[config.mk]
export PLATFORM = sky130hd
export DESIGN_NAME = lc3b_stage_fifo
export DESIGN_NICKNAME = d
export VERILOG_FILES = /design/src/rtl/lc3b_stage_fifo_pkg.sv /design/src/rtl/lc3b_wrap_ptr.sv /design/src/rtl/lc3b_stage_fifo.sv
export SDC_FILE = /design/constraint.sdc
export NUM_CORES = 1
export LEC_CHECK = 0
export ABC_AREA = 1
export ABC_CLOCK_PERIOD_IN_PS = 5600
export CORE_AREA = 4 4 94 140
export DETAILED_ROUTE_END_ITERATION = 10
export DIE_AREA = 0 0 98 144
export PLACE_DENSITY = 0.73
export SYNTH_ARGS = -nofsm -noshare
export SYNTH_HDL_FRONTEND = slang
export SYNTH_HIERARCHICAL = 1
export SYNTH_SLANG_ARGS = --single-unit
[constraint.sdc]
create_clock -name clk -period 5.6 [get_ports clk]
set_clock_uncertainty 0.1 [all_clocks]
set_input_delay 1.4 -clock clk [delete_from_list [all_inputs] [get_ports clk]]
set_output_delay 1.4 -clock clk [all_outputs]
set_load 0.03 [all_outputs]
[src/rtl/lc3b_stage_fifo_pkg.sv]
// Shared LC-3b pipeline types: opcodes, control word, NOP constant and the
// stage-buffer entry layout (payload width stays a parameter of the FIFO).
package lc3b_stage_fifo_pkg;

   typedef logic [15:0] lc3b_word;

   typedef enum logic [3:0] {
      op_br  = 4'b0000,
      op_add = 4'b0001,
      op_ldb = 4'b0010,
      op_stb = 4'b0011,
      op_jsr = 4'b0100,
      op_and = 4'b0101,
      op_ldr = 4'b0110,
      op_str = 4'b0111,
      op_rti = 4'b1000,
      op_not = 4'b1001,
      op_ldi = 4'b1010,
      op_sti = 4'b1011,
      op_jmp = 4'b1100,
      op_shf = 4'b1101,
      op_lea = 4'b1110,
      op_trap = 4'b1111
   } lc3b_opcode;

   typedef struct packed {
      lc3b_opcode  opcode;
      logic        load_cc;
      logic        load_regfile;
      logic [1:0]  alumux_sel;
      logic [1:0]  regfilemux_sel;
      logic        marmux_sel;
      logic [1:0]  pcmux_sel;
      logic        mem_read;
      logic        mem_write;
   } lc3b_control_word;

   // A BR with no condition bits and no register/CC writes retires as a no-op.
   localparam lc3b_control_word LC3B_CW_NOP = '{
      opcode:         op_br,
      load_cc:        1'b0,
      load_regfile:   1'b0,
      alumux_sel:     2'b00,
      regfilemux_sel: 2'b00,
      marmux_sel:     1'b0,
      pcmux_sel:      2'b00,
      mem_read:       1'b0,
      mem_write:      1'b0
   };

   typedef struct packed {
      lc3b_control_word ctrl;
      lc3b_word         pc;
   } lc3b_stage_entry;

endpackage

[src/rtl/lc3b_wrap_ptr.sv]
// Modulo-DEPTH pointer with increment and synchronous clear; used for the
// read and write sides of the stage FIFO.
module lc3b_wrap_ptr #(
   parameter int DEPTH = 2
) (
   input  logic                       clk,
   input  logic                       rst_n,
   input  logic                       clear_i,
   input  logic                       inc_i,
   output logic [$clog2(DEPTH)-1:0]   ptr_o
);

   localparam int PTR_W = $clog2(DEPTH);

   logic [PTR_W-1:0] ptr_q, ptr_d;

   // Clear wins over increment so a flush always lands on slot 0.
   always_comb begin
      ptr_d = ptr_q;
      if (clear_i) begin
         ptr_d = '0;
      end else if (inc_i) begin
         ptr_d = (ptr_q == PTR_W'(DEPTH - 1)) ? '0 : ptr_q + PTR_W'(1);
      end
   end

   always_ff @(posedge clk or negedge rst_n) begin
      if (!rst_n) begin
         ptr_q <= '0;
      end else begin
         ptr_q <= ptr_d;
      end
   end

   assign ptr_o = ptr_q;

endmodule

[src/rtl/lc3b_stage_fifo.sv]
// Elastic LC-3b pipeline stage: DEPTH-entry FIFO of {ctrl, pc, payload} that shows a NOP when empty.
// Optional LC3B_STAGE_STATS_EN adds saturating stall_cycles / bubble_cycles counters.
module lc3b_stage_fifo
   import lc3b_stage_fifo_pkg::*;
#(
   parameter int DEPTH     = 2,
   parameter int PAYLOAD_W = 32
) (
   input  logic                    clk,
   input  logic                    rst_n,
   input  logic                    flush,
   input  logic                    in_valid,
   output logic                    in_ready,
   input  lc3b_control_word        in_ctrl,
   input  lc3b_word                in_pc,
   input  logic [PAYLOAD_W-1:0]    in_data,
   output logic                    out_valid,
   input  logic                    out_ready,
   output lc3b_control_word        out_ctrl,
   output lc3b_word                out_pc,
   output logic [PAYLOAD_W-1:0]    out_data,
`ifdef LC3B_STAGE_STATS_EN
   output logic [15:0]             stall_cycles,
   output logic [15:0]             bubble_cycles,
`endif
   output logic [$clog2(DEPTH):0]  count
);

   localparam int PTR_W = $clog2(DEPTH);
   localparam int CNT_W = PTR_W + 1;

   logic [PTR_W-1:0] wr_ptr, rd_ptr;
   logic [CNT_W-1:0] count_q, count_d;
   logic             valid_q, valid_d;
   logic             ready_q, ready_d;
   logic             push, pop;

   lc3b_stage_entry      entry_q [DEPTH];
   logic [PAYLOAD_W-1:0] data_q  [DEPTH];

   assign push = in_valid & ready_q & ~flush;
   assign pop  = valid_q & out_ready & ~flush;

   lc3b_wrap_ptr #(.DEPTH(DEPTH)) u_wr_ptr (
      .clk     (clk),
      .rst_n   (rst_n),
      .clear_i (flush),
      .inc_i   (push),
      .ptr_o   (wr_ptr)
   );

   lc3b_wrap_ptr #(.DEPTH(DEPTH)) u_rd_ptr (
      .clk     (clk),
      .rst_n   (rst_n),
      .clear_i (flush),
      .inc_i   (pop),
      .ptr_o   (rd_ptr)
   );

   // Ready and valid are derived from next-state occupancy so neither output
   // has a combinational path from the opposite handshake.
   always_comb begin
      count_d = count_q;
      if (flush) begin
         count_d = '0;
      end else begin
         case ({push, pop})
            2'b10:   count_d = count_q + CNT_W'(1);
            2'b01:   count_d = count_q - CNT_W'(1);
            default: count_d = count_q;
         endcase
      end
      valid_d = (count_d != '0);
      ready_d = (count_d < CNT_W'(DEPTH));
   end

   always_ff @(posedge clk or negedge rst_n) begin
      if (!rst_n) begin
         count_q <= '0;
         valid_q <= 1'b0;
         ready_q <= 1'b1;
      end else begin
         count_q <= count_d;
         valid_q <= valid_d;
         ready_q <= ready_d;
      end
   end

   always_ff @(posedge clk) begin
      if (push) begin
         entry_q[wr_ptr] <= '{ctrl: in_ctrl, pc: in_pc};
         data_q[wr_ptr]  <= in_data;
      end
   end

   // Gating on valid_q keeps stale storage from ever reaching the next stage.
   always_comb begin
      out_ctrl = LC3B_CW_NOP;
      out_pc   = '0;
      out_data = '0;
      if (valid_q) begin
         out_ctrl = entry_q[rd_ptr].ctrl;
         out_pc   = entry_q[rd_ptr].pc;
         out_data = data_q[rd_ptr];
      end
   end

   assign in_ready  = ready_q;
   assign out_valid = valid_q;
   assign count     = count_q;

`ifdef LC3B_STAGE_STATS_EN
   logic [15:0] stall_q, bubble_q;

   always_ff @(posedge clk or negedge rst_n) begin
      if (!rst_n) begin
         stall_q  <= '0;
         bubble_q <= '0;
      end else if (flush) begin
         stall_q  <= '0;
         bubble_q <= '0;
      end else begin
         if (valid_q && !out_ready && stall_q != 16'hFFFF) begin
            stall_q <= stall_q + 16'd1;
         end
         if (!valid_q && out_ready && bubble_q != 16'hFFFF) begin
            bubble_q <= bubble_q + 16'd1;
         end
      end
   end

   assign stall_cycles  = stall_q;
   assign bubble_cycles = bubble_q;
`endif

endmodule
==> results of run 1 <==
==> synthesized netlist by cell type <==
library cell and number:
nor2_1 81, nand2_1 11, nand3_1 4, inv_12 1, buf_8 1, ha_1 1, dfrtp_1 5, edfxtp_1 126
o21ai_0 62, buf_6 7, dfstp_2 1, nor2_2 52, o21ai_1 1, inv_1 11, buf_12 5, buf_2 7
nand4_1 1
==> sequential cells by signal, summed over array words and instances, names as in the netlist <==
register        flops
u_rd_ptr/ptr_o      1
in_ready            1
count               2
entry_q            62
u_wr_ptr/ptr_o      1
data_q             64
out_valid           1
==> critical path, delay by kind of cell (launching register included) <==
kind	cells	cell delay, ns
and+or+nand+nor	2	0.28
DFF	1	1.15
buffers and inverters	2	0.93
==> power by group <==
group | total [mW] | internal (mW) | switching (mW)
logic | 0.370 | 0.156 | 0.214
clock network | 1.14 | 0.745 | 0.392
registers | 1.17 | 1.13 | 0.0400
==> worst min-delay path by stage <==
stage	endpoint	slack [ns]	cells after the start
6_report	in_ready	0.53	3
5_1_grt	u_wr_ptr/ptr_o	0.57	2
4_1_cts	in_ready	0.53	3
3_5_place_dp	in_ready	0.51	3
3_3_place_gp	in_ready	0.49	3
2_1_floorplan	u_wr_ptr/ptr_o	0.42	2
==> logic make-up after synthesis <==
group / count (synthesis)
buf+inv: 32
fa+ha+maj: 1
flops: 132
compound gates: 63
simple gates: 149
==> final cells by class <==
type | instances | area (um2)
Sequential cell | 132 | 3938
Clock inverter | 12 | 181.4
Multi-Input combinational cell | 213 | 1040
Clock buffer | 20 | 436.7
Inverter | 12 | 57.56
Tap cell | 153 | 191.4
Timing Repair Buffer | 136 | 1369
Fill cell | 935 | 4742
==> stage by stage <==
stage                     cells  setup slack [ns]  util, %  hold slack [ns]  instance area, um2
after global routing        678             1.077    60.33           0.5723                7213
after global placement      646             1.752    55.16           0.4895                6595
final                       678             1.302    60.33           0.5280                7213
after detailed placement    646             1.712    55.16           0.5147                6595
after floorplan             377            0.7649        -           0.4161                5246
after CTS                   678             1.222    60.33           0.5258                7213
==> routing by layer <==
metal  up-vias  wire, um  GRT usage [%]
met5         -         0              0
met4         0       325          8.972
met3        28       611          4.826
li1       1587         -              -
met1      1606      4208          16.67
met2       120      6087          29.04
==> flow_summary.ini, run 1 <==
[status]
outcome = completed

[flow_run]
maxCapViolCount = 0

[logic_synthesis]
synth_xor_xnor_area_share_pct = 0
synth_nets = 446
avgSynthCellArea_um2 = 13.92
yosys.area_share.simple_pct = 13.28
synth_compound_area_share_pct = 6.010
yosysWarnings = 6
ys_types = 17
yosysTopAreaCell = edfxtp_1
synthCells = 377
netlist_area_um2 = 5246
synthAdderAreaFrac_pct = 0.2385
synth_area_leaders = edfxtp_1 72%, nor2_2 6.2%, o21ai_0 5.9%
synth_top_area_share_pct = 72.12
synth.area.mux_share_pct = 0
ys_ff_latch = 132
ys_seq_area_share_pct = 75.01
synth_top_family_by_area = simple AND/OR/NAND/NOR gates

[drt]
drtIter0Drc = 172
drc = 0
wl_per_cell_um = 16.56
ant_nets = 0
first_pass_iters = 4
drt_wl_total_mm = 11.23
viasPerCell = 4.928
via_count = 3341

[floorplanning]
start_util_pct = 43.88
die_width_um = 98
dieHeight_um = 144
ios = 135
design.core.area_um2 = 11960
rows = 49
dieArea_um2 = 14110

[setup_path]
r2r_end = out_valid
max_stage_delay_ns = 1.15
cp-start-kind = register
cp_data_required_time_ns = 4.10
cp_slowest_cell = dfrtp_2
r2r-start = out_valid
crit_start = u_rd_ptr/ptr_o
critPathCapture = out_pc[15]
r2r_slack_ns = 3.20
crit_chain = inv_12 > nor2_1 > nor2_1 > clkdlybuf4s50_1
end_kind = output port
cpMostUsedCell = nor2_1
arrival_ns = 2.80
timing_worst_setup_path_type = reg -> out
critPathMaxFanout = 66
r2r_cells = 8

[sta]
fmax_mhz = 232.7
fin_tns_setup_ns = 0
finalMaxSlewViolations = 0
hold_viol = 0
setup_viol = 0
slew_headroom_pct = 21.62
fin_crit_sh_pct = 76.75
post-route-min-period_ns = 4.298
worstMarginPinSlew_ns = 1.176
rsz0062_at_grt = no

[power]
power_mw = 2.673
vdd_drop_max_uv = 228.6
powerDensity_nw_per_um2 = 370.6
power_leakage_nw = 2.541

[cts]
cts_tree = built
cts_hold_repair.buffers = 0
post_cts_resized = 0
cts_sinks = 132
ctsLongestPathBuffers = 2
insertion_delay_ns = 0.41
cts_root_buffer = clkbuf_16
path_clk_slew_ns = 0.06
h-tree-depth = 4
cts_buffers = 17
post_cts_buffers = 0

[grt]
grt_pass1_vias = 3472
overflow = 0
grt_pass1_wl_mm = 17.37
antenna_found_initial = 0
grtUsageTotal_pct = 16.11
grt_max_degree = 67

[placed_design]
dp_hpwl_mm = 7.073
finalWeightedCongestion = 0.7846
io_buffers = 134

[layout]
antenna_cells = 0
final_nets = 581
drive_above_1_share_pct = 16.95
final_cell_mix = 134 x clkdlybuf4s50_1, 126 x edfxtp_1, 79 x nor2_1
synthToLayoutAreaGrowth_pct = 37.49
final_common_cell = clkdlybuf4s50_1

[worst_hold_path]
hold_start = count[1]
hold_path_class = reg -> reg
(Power assumes the default switching activity.)
==> inputs of run 2 (changes only) <==
--- a/config.mk
+++ b/config.mk
@@ -6,11 +6,11 @@
 export NUM_CORES = 1
 export LEC_CHECK = 0
 export ABC_AREA = 1
-export ABC_CLOCK_PERIOD_IN_PS = 5600
-export CORE_AREA = 4 4 94 140
+export ABC_CLOCK_PERIOD_IN_PS = 3700
+export CORE_AREA = 4 4 95 141
 export DETAILED_ROUTE_END_ITERATION = 10
-export DIE_AREA = 0 0 98 144
-export PLACE_DENSITY = 0.73
+export DIE_AREA = 0 0 99 145
+export PLACE_DENSITY = 0.75
 export SYNTH_ARGS = -nofsm -noshare
 export SYNTH_HDL_FRONTEND = slang
 export SYNTH_HIERARCHICAL = 1
==> constraint.sdc (replaced) <==
create_clock -name clk -period 3.7 [get_ports clk]
set_clock_uncertainty 0.1 [all_clocks]
set_input_delay 0.925 -clock clk [delete_from_list [all_inputs] [get_ports clk]]
set_output_delay 0.925 -clock clk [all_outputs]
set_load 0.03 [all_outputs]
==> flow_summary.ini, run 2 (synthesis gave the netlist of run 1 again) <==
[status]
outcome = completed

[cts]
insertion_delay_ns = 0.40
h-tree-depth = 4
ctsLongestPathBuffers = 2
cts_hold_repair.buffers = 0
post_cts_buffers = 0
path_clk_slew_ns = 0.05
post_cts_resized = 0
cts_tree = built
cts_sinks = 132
cts_root_buffer = clkbuf_16
cts_buffers = 17

[sta]
setup_viol = 0
post-route-min-period_ns = 3.369
slew_headroom_pct = 63.92
worstMarginPinSlew_ns = 0.5413
fmax_mhz = 296.8
rsz0062_at_grt = no
timing.hold.ws_ns = 0.5175
fin_crit_sh_pct = 91.06
hold_viol = 0
fin_tns_setup_ns = 0
finalMaxSlewViolations = 0

[floorplanning]
dieHeight_um = 145
start_util_pct = 43.44
rows = 49
die_width_um = 99
dieArea_um2 = 14360
design.core.area_um2 = 12080
ios = 135

[power]
power_leakage_nw = 2.564
power_mw = 3.964
powerDensity_nw_per_um2 = 548.9
vdd_drop_max_uv = 350.5

[drt]
first_pass_iters = 4
drc = 0
ant_nets = 0
via_count = 3317
viasPerCell = 4.864
wl_per_cell_um = 15.92
drt_wl_total_mm = 10.86
drtIter0Drc = 90

[setup_path]
cp-start-kind = register
arrival_ns = 2.34
cp_data_required_time_ns = 2.67
end_kind = output port
timing_worst_setup_path_type = reg -> out
critPathMaxFanout = 35

[layout]
largest_register_ffs = 64
synthToLayoutAreaGrowth_pct = 37.63
final_cell_mix = 134 x clkdlybuf4s50_1, 126 x edfxtp_1, 79 x nor2_1
drive_above_1_share_pct = 17.96
largest_register = data_q
final_nets = 586
final_area_um2 = 7221
fin_util_pct = 59.78
final_common_cell = clkdlybuf4s50_1
antenna_cells = 0

[grt]
grt_pass1_vias = 3553
grtUsageTotal_pct = 15.58
grt_max_degree = 64
grt_pass1_wl_mm = 17.39
antenna_found_initial = 0
overflow = 0

[placed_design]
dpl-instance-area_um2 = 6633
dp_hpwl_mm = 7.059
io_buffers = 134
finalWeightedCongestion = 0.7477

[flow_run]
maxCapViolCount = 0

[worst_hold_path]
hold_path_class = reg -> reg
[run 2: changes by cell type in the layout (fill, tap and decap cells not counted)]
| cell | before | now |
|---|---|---|
| buf_4 | 1 | 6 |
| bufinv_16 | 4 | 3 |
| clkbuf_1 | 3 | 0 |
| clkinv_1 | 0 | 1 |
| clkinv_2 | 1 | 4 |
| clkinv_4 | 3 | 2 |
| clkinvlp_4 | 4 | 3 |
| inv_6 | 0 | 1 |
[run 2: area by class of cell]
cell class	count	area, um2
clock buffers	17	425.4
clock inverters	14	162.7
fillers	947	4857
inverters	12	57.56
multi-input cells	213	1040
flip-flops and latches	132	3938
well taps	153	191.4
repair buffers	141	1406
[run 2: final timing paths]
check                                 end  slack [ns]           start  cells after the start
setup reg to reg                out_valid        1.57       out_valid                      8
hold / removal             u_wr_ptr/ptr_o        0.52  u_wr_ptr/ptr_o                      2
setup / recovery              out_data[8]        0.33  u_rd_ptr/ptr_o                      4
max in group asynchronous        in_ready        2.53           rst_n                      1
hold reg to reg            u_wr_ptr/ptr_o        0.52  u_wr_ptr/ptr_o                      2
min in group asynchronous        count[1]        0.69           rst_n                      1
[run 2: power by group]
part / switching [mW] / internal [mW]
clock network: 0.585 / 1.05
registers: 0.0314 / 1.71
logic: 0.350 / 0.242
[run 2: through the flow]
step,instances,setup slack [ns]
final,682,0.3309
after global routing,682,0.1552
after CTS,682,0.2719
after detailed placement,651,0.7135
after global placement,651,0.7406
after floorplan,377,-0.6601
[run 2: metal layers]
metal / routed length [um] / global-route usage [%]
met2: 6005 / 28.47
met1: 3993 / 16.48
met5: 0 / 0
met3: 719 / 5.187
met4: 137 / 5.332
[run 2: worst max-delay path, cell delays in order, from the launching register on]
cell,delay [ns]
dfrtp_2,0.55
buf_4,0.39
o21ai_0,0.16
nor2_1,0.15
clkdlybuf4s50_1,0.69
